$ cat src/rtl/key_expansion_pkg.sv
// Shared AES-128 key-schedule constants, FSM state type and round-constant table.
package key_expansion_pkg;

    localparam int KEY_S = 128;
    localparam int BLK_S = 128;
    localparam int Nr    = 10;
    localparam int Nk    = 4;

    typedef enum logic [1:0] {
        KE_IDLE   = 2'd0,
        KE_EXPAND = 2'd1,
        KE_DONE   = 2'd2
    } ke_state_e;

    function automatic logic [7:0] rcon(input logic [3:0] idx);
        logic [7:0] rc;
        case (idx)
            4'd1:    rc = 8'h01;
            4'd2:    rc = 8'h02;
            4'd3:    rc = 8'h04;
            4'd4:    rc = 8'h08;
            4'd5:    rc = 8'h10;
            4'd6:    rc = 8'h20;
            4'd7:    rc = 8'h40;
            4'd8:    rc = 8'h80;
            4'd9:    rc = 8'h1b;
            4'd10:   rc = 8'h36;
            default: rc = 8'h00;
        endcase
        return rc;
    endfunction

endpackage

$ cat src/rtl/key_expansion_if.sv
// Load/status/read-port bundle between the key schedule and its user (cipher or bench).
interface key_expansion_if;
    import key_expansion_pkg::*;

    logic [0:KEY_S-1] key_in;
    logic             key_valid;
    logic             busy;
    logic             done;
    logic             keys_ready;
    logic             r_e;
    logic [0:3]       round_no;
    logic [0:KEY_S-1] key;

    modport master (
        output key_in, key_valid, r_e, round_no,
        input  busy, done, keys_ready, key
    );

    modport slave (
        input  key_in, key_valid, r_e, round_no,
        output busy, done, keys_ready, key
    );

endinterface

$ cat src/rtl/aes_sbox.sv
// Combinational AES forward S-box, 8-bit in / 8-bit out; shared with cipher SubBytes.
module aes_sbox (
    input  logic [7:0] in_byte,
    output logic [7:0] out_byte
);

    localparam logic [0:2047] SBOX_TABLE = {
        128'h637c777bf26b6fc53001672bfed7ab76,
        128'hca82c97dfa5947f0add4a2af9ca472c0,
        128'hb7fd9326363ff7cc34a5e5f171d83115,
        128'h04c723c31896059a071280e2eb27b275,
        128'h09832c1a1b6e5aa0523bd6b329e32f84,
        128'h53d100ed20fcb15b6acbbe394a4c58cf,
        128'hd0efaafb434d338545f9027f503c9fa8,
        128'h51a3408f929d38f5bcb6da2110fff3d2,
        128'hcd0c13ec5f974417c4a77e3d645d1973,
        128'h60814fdc222a908846eeb814de5e0bdb,
        128'he0323a0a4906245cc2d3ac629195e479,
        128'he7c8376d8dd54ea96c56f4ea657aae08,
        128'hba78252e1ca6b4c6e8dd741f4bbd8b8a,
        128'h703eb5664803f60e613557b986c11d9e,
        128'he1f8981169d98e949b1e87e9ce5528df,
        128'h8ca1890dbfe6426841992d0fb054bb16
    };

    // Entry 0 sits at the left (lowest ascending index) of the table.
    assign out_byte = SBOX_TABLE[{in_byte, 3'b000} +: 8];

endmodule

$ cat src/rtl/key_expansion.sv
// AES-128 key schedule: expands one round key per cycle into rk[0:Nr] and serves
// registered single-cycle reads to the cipher stage.
module key_expansion
    import key_expansion_pkg::*;
(
    input  logic            clk,
    input  logic            reset,
    key_expansion_if.slave  kif
);

    ke_state_e        state_q, state_d;
    logic [3:0]       cnt_q, cnt_d;
    logic             keys_ready_q, keys_ready_d;
    logic [0:KEY_S-1] key_q, key_d;
    logic [0:KEY_S-1] rk_q [0:Nr];
    logic [0:KEY_S-1] rk_d [0:Nr];

    logic [0:KEY_S-1] prev_rk;
    logic [0:KEY_S-1] new_rk;
    logic [31:0]      last_w;
    logic [31:0]      rot_w;
    logic [31:0]      sub_w;

    function automatic logic [0:KEY_S-1] next_round_key(
        input logic [0:KEY_S-1] prev,
        input logic [31:0]      sub_rot,
        input logic [7:0]       rc
    );
        logic [31:0] w0, w1, w2, w3;
        w0 = prev[0:31]   ^ sub_rot ^ {rc, 24'h0};
        w1 = prev[32:63]  ^ w0;
        w2 = prev[64:95]  ^ w1;
        w3 = prev[96:127] ^ w2;
        return {w0, w1, w2, w3};
    endfunction

    // rk[cnt-1] is always the most recently written round key while expanding.
    always_comb begin
        prev_rk = '0;
        for (int i = 0; i < Nr; i++) begin
            if (cnt_q == 4'(i + 1)) prev_rk = rk_q[i];
        end
    end

    assign last_w = prev_rk[96:127];
    assign rot_w  = {last_w[23:0], last_w[31:24]};

    for (genvar g = 0; g < 4; g++) begin : g_subword
        aes_sbox u_sbox (
            .in_byte  (rot_w[8*g +: 8]),
            .out_byte (sub_w[8*g +: 8])
        );
    end

    assign new_rk = next_round_key(prev_rk, sub_w, rcon(cnt_q));

    always_comb begin
        state_d      = state_q;
        cnt_d        = cnt_q;
        keys_ready_d = keys_ready_q;
        rk_d         = rk_q;
        case (state_q)
            KE_IDLE: begin
                if (kif.key_valid) begin
                    rk_d[0]      = kif.key_in;
                    cnt_d        = 4'd1;
                    keys_ready_d = 1'b0;
                    state_d      = KE_EXPAND;
                end
            end
            KE_EXPAND: begin
                for (int i = 1; i <= Nr; i++) begin
                    if (cnt_q == 4'(i)) rk_d[i] = new_rk;
                end
                cnt_d = cnt_q + 4'd1;
                if (cnt_q == 4'(Nr)) begin
                    keys_ready_d = 1'b1;
                    state_d      = KE_DONE;
                end
            end
            KE_DONE: state_d = KE_IDLE;
            default: state_d = KE_IDLE;
        endcase
    end

    // Out-of-range indices and reads during expansion return zero.
    always_comb begin
        key_d = key_q;
        if (kif.r_e) begin
            key_d = '0;
            if (keys_ready_q) begin
                for (int i = 0; i <= Nr; i++) begin
                    if (kif.round_no == 4'(i)) key_d = rk_q[i];
                end
            end
        end
    end

    always_ff @(posedge clk or negedge reset) begin
        if (!reset) begin
            state_q      <= KE_IDLE;
            cnt_q        <= 4'd0;
            keys_ready_q <= 1'b0;
            key_q        <= '0;
            for (int i = 0; i <= Nr; i++) rk_q[i] <= '0;
        end else begin
            state_q      <= state_d;
            cnt_q        <= cnt_d;
            keys_ready_q <= keys_ready_d;
            key_q        <= key_d;
            rk_q         <= rk_d;
        end
    end

    assign kif.busy       = (state_q == KE_EXPAND);
    assign kif.done       = (state_q == KE_DONE);
    assign kif.keys_ready = keys_ready_q;
    assign kif.key        = key_q;

endmodule

$ cat src/flat_wrapper.sv
// flat-port wrapper written by rule: the top's interface ports become plain ports
module key_expansion_flat import key_expansion_pkg::*;
  (clk, reset, kif_key_in, kif_key_valid, kif_r_e, kif_round_no, kif_busy, kif_done, kif_keys_ready, kif_key);
  key_expansion_if kif_i ();
  input  logic clk;
  input  logic reset;
  input wire logic [$bits(kif_i.key_in)-1:0] kif_key_in;
  input wire logic [$bits(kif_i.key_valid)-1:0] kif_key_valid;
  input wire logic [$bits(kif_i.r_e)-1:0] kif_r_e;
  input wire logic [$bits(kif_i.round_no)-1:0] kif_round_no;
  output wire logic [$bits(kif_i.busy)-1:0] kif_busy;
  output wire logic [$bits(kif_i.done)-1:0] kif_done;
  output wire logic [$bits(kif_i.keys_ready)-1:0] kif_keys_ready;
  output wire logic [$bits(kif_i.key)-1:0] kif_key;
  assign kif_i.key_in = kif_key_in;
  assign kif_i.key_valid = kif_key_valid;
  assign kif_i.r_e = kif_r_e;
  assign kif_i.round_no = kif_round_no;
  assign kif_busy = kif_i.busy;
  assign kif_done = kif_i.done;
  assign kif_keys_ready = kif_i.keys_ready;
  assign kif_key = kif_i.key;
  key_expansion u_core (.clk(clk), .reset(reset), .kif(kif_i));
endmodule
$ cat config.mk
export PLATFORM = sky130hd
export DESIGN_NAME = key_expansion_flat
export DESIGN_NICKNAME = d
export VERILOG_FILES = /design/src/rtl/key_expansion_pkg.sv /design/src/rtl/key_expansion_if.sv /design/src/rtl/aes_sbox.sv /design/src/rtl/key_expansion.sv /design/src/flat_wrapper.sv
export SDC_FILE = /design/constraint.sdc
export NUM_CORES = 2
export LEC_CHECK = 0
export CAP_MARGIN = 20
export CELL_PAD_IN_SITES_DETAIL_PLACEMENT = 1
export CELL_PAD_IN_SITES_GLOBAL_PLACEMENT = 1
export CORE_MARGIN = 2
export CORE_UTILIZATION = 43
export CTS_BUF_LIST = sky130_fd_sc_hd__clkbuf_4 sky130_fd_sc_hd__clkbuf_8 sky130_fd_sc_hd__clkbuf_16
export DETAILED_ROUTE_END_ITERATION = 7
export PLACE_DENSITY = 0.89
export RECOVER_POWER = 50
export SLEW_MARGIN = 20
export SYNTH_ARGS = -nofsm -noshare
export SYNTH_HDL_FRONTEND = slang
export SYNTH_SLANG_ARGS = --single-unit
$ cat constraint.sdc
create_clock -name clk -period 6 [get_ports clk]
set_input_delay 1.8 -clock clk [delete_from_list [all_inputs] [get_ports clk]]
set_output_delay 1.8 -clock clk [all_outputs]
set_load 0.1 [all_outputs]
---- Word level (Yosys, flattened, before mapping) ----
Memories as Yosys holds them, arrays and structs flattened.
Index checks and enable logic that the tools add are counted.
word-level totals
  bits in registers ....................... 1543
  ROM bits ................................ 128
  input port bits ......................... 136
  output and inout port bits .............. 131
  memories kept ........................... 1
memory list
  name             words  bits a word  read ports  clocked after Yosys merged registers in  wr ports  line                     RTL
  (no name shown)  16     8            1           0                                        0         key_expansion_pkg.sv:17  case (idx)
operators by class
  add/sub/neg operators ................... 1
  eq/ne operators ......................... 24
  shift operators ......................... 4
  muxes and demuxes ....................... 30
  bitwise operators ....................... 9
  reductions and logical operators ........ 17
operators with widths
  operator                       count
  $shiftx 2048x12->2049 const A  4
  $mux 128                       22
  $xor 32x32->32                 5
  $not 11->12                    4
  $eq 4x3->1 const B             8
  $reduce_and 2->1               13
  $eq 4x4->1 const B             6
  $eq 4x2->1 const B             4
  $eq 4x1->1 const B             2
  $pmux 4 s2                     1
  $add 4x1->4 const B            1
  $logic_not 4->1                1
  $mux 2                         2
  $mux 4                         1
  $pmux 2 s2                     1
  $reduce_and 3->1               1
  $eq 2x1->1 const B             1
  $eq 2x2->1 const B             1
  $logic_not 2->1                1
  $mux 1                         2
  $ne 2x1->1 const B             1
  $ne 2x2->1 const B             1
  $pmux 1 s2                     1
  $reduce_bool 2->1              1

---- Longest topological paths before layout ----
  depth after elaboration ................. 18
  depth in mapped cells ................... 29
  depth with buffers taken out ............ 19

---- Cells and area by module ----
A second synthesis with hierarchy kept.
second synthesis, totals
  cell total of the unflattened synthesis .. 11053
  area, all modules ....................... 91934.4 um2
modules (own cells, without submodules)
  module         instances  cells each  area each (um2)
  key_expansion  1          8857        78456.5
  aes_sbox       4          549         3369.5

---- Worst setup path after synthesis ----
OpenSTA, ideal clock, no wires.
  path kind ............................... reg2reg
  from .................................... reg u_core.cnt_q[0]
  to ...................................... reg u_core.rk_q[11] (netlist name)
  setup time .............................. 0.083 ns
  data arrival time ....................... 5.553 ns
  setup slack ............................. 0.364 ns
  stages on the path, launching flop included .. 24
  period minus slack after synthesis ...... 5.636 ns
  path through ............................ dfrtp_1 > inv_1 > ha_1 > buf_4 > buf_2 > buf_6 > nand3b_1 > a311o_1 > a2111oi_0 > nor3_2 > inv_2 > buf_2 > buf_2 > ha_1 > clkbuf_1 > o21ai_0 > a311oi_1 > nor4_1 > or3_1 > nor3_2 > xnor2_2 > xor2_1 > xnor3_1 > o21ai_0
on the way
  word-level cells in the longest chain between the ends .. 18
  elaborated cells between the ends (all ways) .. 28
  those cells by class .................... 10 x eq/ne; 1 x shift; 10 x mux; 6 x bitwise; 1 x reduce/logical
ends and longest elaborated chain
  item                               line                  RTL
  start: declaration                 key_expansion.sv:12   logic [3:0] cnt_q, cnt_d;
  start signal: assignment           key_expansion.sv:108  cnt_q <= cnt_d;
  $eq 4x1->1                         key_expansion.sv:41   if (cnt_q == 4'(i + 1)) prev_rk = rk_q[i];
  $mux 128 (10 in series)            key_expansion.sv:41
  $not 11->12 (not written as such)  aes_sbox.sv:27        assign out_byte = SBOX_TABLE[{in_byte, 3'b000} +: 8];
  $shiftx 2048x12->2049              aes_sbox.sv:27
  $xor 32x32->32 (2 in series)       key_expansion.sv:30   w0 = prev[0:31] ^ sub_rot ^ {rc, 24'h0};
  $xor 32x32->32                     key_expansion.sv:31   w1 = prev[32:63] ^ w0;
  $xor 32x32->32                     key_expansion.sv:32   w2 = prev[64:95] ^ w1;
  $xor 32x32->32                     key_expansion.sv:33   w3 = prev[96:127] ^ w2;
  end signal: assignment             key_expansion.sv:111  rk_q <= rk_d;
  end: declaration                   key_expansion.sv:15   logic [0:KEY_S-1] rk_q [0:Nr];
Parallel ways exist; a longest one is shown, timed or not.
A chain may end at the register's enable or synchronous reset.

---- Worst setup path after layout ----
  from .................................... reg u_core.cnt_q[0]
  to ...................................... reg u_core.rk_q[1077] (netlist name)
on the way
  word-level cells in the longest chain between the ends .. 17
  elaborated cells between the ends (all ways) .. 27
  those cells by class .................... 10 x eq/ne; 1 x shift; 10 x mux; 5 x bitwise; 1 x reduce/logical
ends and longest elaborated chain
  item                               line
  $eq 4x1->1                         key_expansion.sv:41
  $mux 128 (10 in series)            key_expansion.sv:41
  $not 11->12 (not written as such)  aes_sbox.sv:27
  $shiftx 2048x12->2049              aes_sbox.sv:27
  $xor 32x32->32 (2 in series)       key_expansion.sv:30
  $xor 32x32->32                     key_expansion.sv:31
  $xor 32x32->32                     key_expansion.sv:32
Parallel ways exist; a longest one is shown, timed or not.

==> flow_metrics.py <==
metrics = {
    "status": {
        "outcome": "complete, but fails checks",
        "violations": "DRC, capacitance limit, slew limit, setup timing",
    },
    "critical_path": {
        "critPathMaxFanout": 40,
        "rr_worst_depth": 19,
        "startpoint_type": "flip-flop",
        "cp.arrival_ps": 6710,
        "reg2reg_from": "u_core.cnt_q[0]",
        "crit_start": "u_core.cnt_q[0]",
        "worstSetupPathType": "flip-flop to flip-flop",
        "cp.required_ps": 6630,
        "critPathCaptureType": "flip-flop",
    },
    "timing": {
        "rsz0062_at_grt": "true",
        "clock.fmax_mhz": 164.3,
        "min_period_ps": 6085,
        "final_max_slew_viol_count": 283,
        "maxSlewHeadroom_pct": -185.4,
        "fin_ws_ps": -84.91,
        "worst_pin_slew_ps": 4281,
        "hold_violations": 0,
        "skew_ps": 79.39,
        "finalSetupViolCount": 11,
        "fin_crit_sh_pct": 101.4,
    },
    "synth": {
        "synth.cells.most_frequent": "nand2_1, o21ai_0, dfrtp_1",
        "avgSynthCellArea_sq_um": 8.312,
        "ys_seq_elements": 1543,
        "synth_edf_count": 0,
        "yosysWarnings": 0,
        "synth_seq_area_share_pct": 42.56,
        "ys.flop_type": "dfrtp_1",
        "async_reset_ff_share_pct": 100.0,
        "synth_cell_types": 115,
        "netlist_instances": 10910,
        "yosys-top-cells-area": "dfrtp_1, o21ai_0, nand2_1",
        "yosys.area.top_type": "dfrtp_1",
        "yosysTopAreaCellShare_pct": 42.56,
        "yosysMostFrequentCell": "nand2_1",
        "syn_nets": 11110,
        "syn_area_sq_um": 90720,
    },
    "floorplan": {
        "die_area_sq_um": 214700,
        "core_sq_um": 209600,
        "initial_core_util_pct": 43.29,
        "rows": 168,
        "ioPinCount": 267,
        "die_w_um": 463.3,
        "die_y_um": 463.3,
    },
    "finish": {
        "sequential_cell_area_sq_um": 38620,
        "fillers": 24280,
        "syn_to_final_growth_pct": 22.03,
        "final_area_sq_um": 110700,
        "multi_input_area_sq_um": 47360,
        "drive_gt1_share_pct": 15.87,
        "num-nets-final": 11750,
    },
    "detailed_routing": {
        "drtIter0Drc": 16980,
        "vias": 107500,
        "wl_per_cell_um": 37.96,
        "drc": 5,
        "avgViaCountPerCell": 7.406,
        "antenna_left": 0,
        "firstDrtPassIters": 8,
        "routed_wl_mm": 551.1,
    },
    "clocking": {
        "clk_pin_slew_worst_paths_ps": 60,
        "clock-root-buffer": "clkbuf_16",
        "cts_made_buffers": 173,
        "cts_tree": "done",
        "insertion_delay_ps": 890,
        "cts_buffer_depth": 3,
        "htree_levels": 4,
        "cts_hold_buf": 0,
        "cts_sinks": 1543,
    },
    "min_path": {
        "min_from": "u_core.rk_q[114]",
        "min_path_cells": 2,
        "hold_path_class": "flip-flop to flip-flop",
    },
    "global_route": {
        "use_met1_pct": 59.54,
        "grt_overflow": 0,
        "grt_pass1_wl_mm": 785.8,
        "use_met3_pct": 19.58,
        "grtUsageMet2_pct": 70.23,
        "grt_max_degree": 188,
        "antenna_found_initial": 32,
        "busiest_layer": "met2",
        "grt_pass1_vias": 110100,
        "grt_use_total_pct": 49.59,
    },
    "placed_design": {
        "post-place-ws_ps": -373.6,
        "io_buffers": 266,
        "gp_congestion": 1.020,
        "dp_hpwl_mm": 357.8,
        "place_area_sq_um": 104200,
    },
    "flow_run": {
        "maxCapViolCount": 6,
    },
}
stage by stage:
stage	hold WS (ps)	setup TNS [ps]	std cells	util, %
after floorplan	449.8	0	10910	-
after global placement	461.7	-7905	14160	49.70
after detailed placement	471.5	-16040	14160	49.70
after CTS	487.8	0	14480	52.66
after global routing	505.5	-414.5	14500	52.80
final	490.3	-440.6	14520	52.83
timing repair:
item,in CTS,in global routing
setup endpoints to repair,166,515
cloned,0,1
pin swaps,1,6
hold endpoints to repair,0,0
resized for setup,22,55
buffers inserted,6,12
metal layers:
layer	routed length [um]	share of wire, %
met5	446	0.081
met4	54650	9.9
met3	79060	14
met2	224800	41
met1	192200	35
worst paths after layout:
path | endpoint | slack, ps
worst max-delay path | u_core.rk_q[1077] | -80
worst min-delay path | u_core.rk_q[114] | 490
worst max register to register | u_core.rk_q[1077] | -80
worst min register to register | u_core.rk_q[114] | 490
max in group asynchronous | u_core.rk_q[389] | 420
min in group asynchronous | u_core.rk_q[493] | 2300
flip-flops by register name, summed over array words and instances, names as in the netlist:
| name | flops |
|---|---|
| u_core.state_q | 2 |
| u_core.cnt_q | 4 |
| u_core.kif.key | 128 |
| u_core.kif.keys_ready | 1 |
| u_core.rk_q | 1408 |
logic make-up after synthesis:
group	count (synthesis)	synth area share, %
buffers and inverters	1301	5.984
xor gates and xnor gates	199	2.128
AOI/OAI and AO/OA	4513	32.49
and+or+nand+nor	3226	15.17
DFF	1543	42.56
muxes	69	0.8013
adders and majority gates	63	0.8661
placed cells by master (no fill, tap or decap), types with 96 or more instances in the layout:
master	n
a211oi_1	106
a21oi_1	615
a221oi_1	331
a22o_1	334
a22oi_1	243
a31oi_1	102
buf_12	150
buf_4	1132
clkbuf_16	175
clkdlybuf4s50_1	259
dfrtp_1	1539
inv_1	167
nand2_1	2041
nand3_1	380
nor2_1	349
nor3_1	96
o211ai_1	239
o21ai_0	1609
o21ai_1	157
o22ai_1	120
xnor2_1	108
worst max-delay path, cell delays in order (launching register included):
cell       delay (ps)
dfrtp_1           380
buf_4             170
ha_4              230
nand3b_1          220
buf_4             230
buf_4             680
buf_6             540
nand2_1           480
o22ai_1           230
o21ai_0           330
buf_4             290
and3_1            180
mux2i_1           190
nand4bb_2         250
buf_12            220
xor2_4            200
buf_4             250
xor2_2            330
buf_4             250
o21ai_0           130
cell type report:
cell class	instances	area share, %
Clock buffer	253	4.716
Clock inverter	61	0.7550
Tap cell	2805	3.170
Multi-Input combinational cell	8071	42.78
Inverter	180	0.6160
Antenna cell	24	0.05425
Timing Repair Buffer	1583	13.02
Sequential cell	1543	34.88
Power is left out: the tool's default activity adds up to more than one toggle a clock period on the data nets, which glitch-free logic cannot reach.
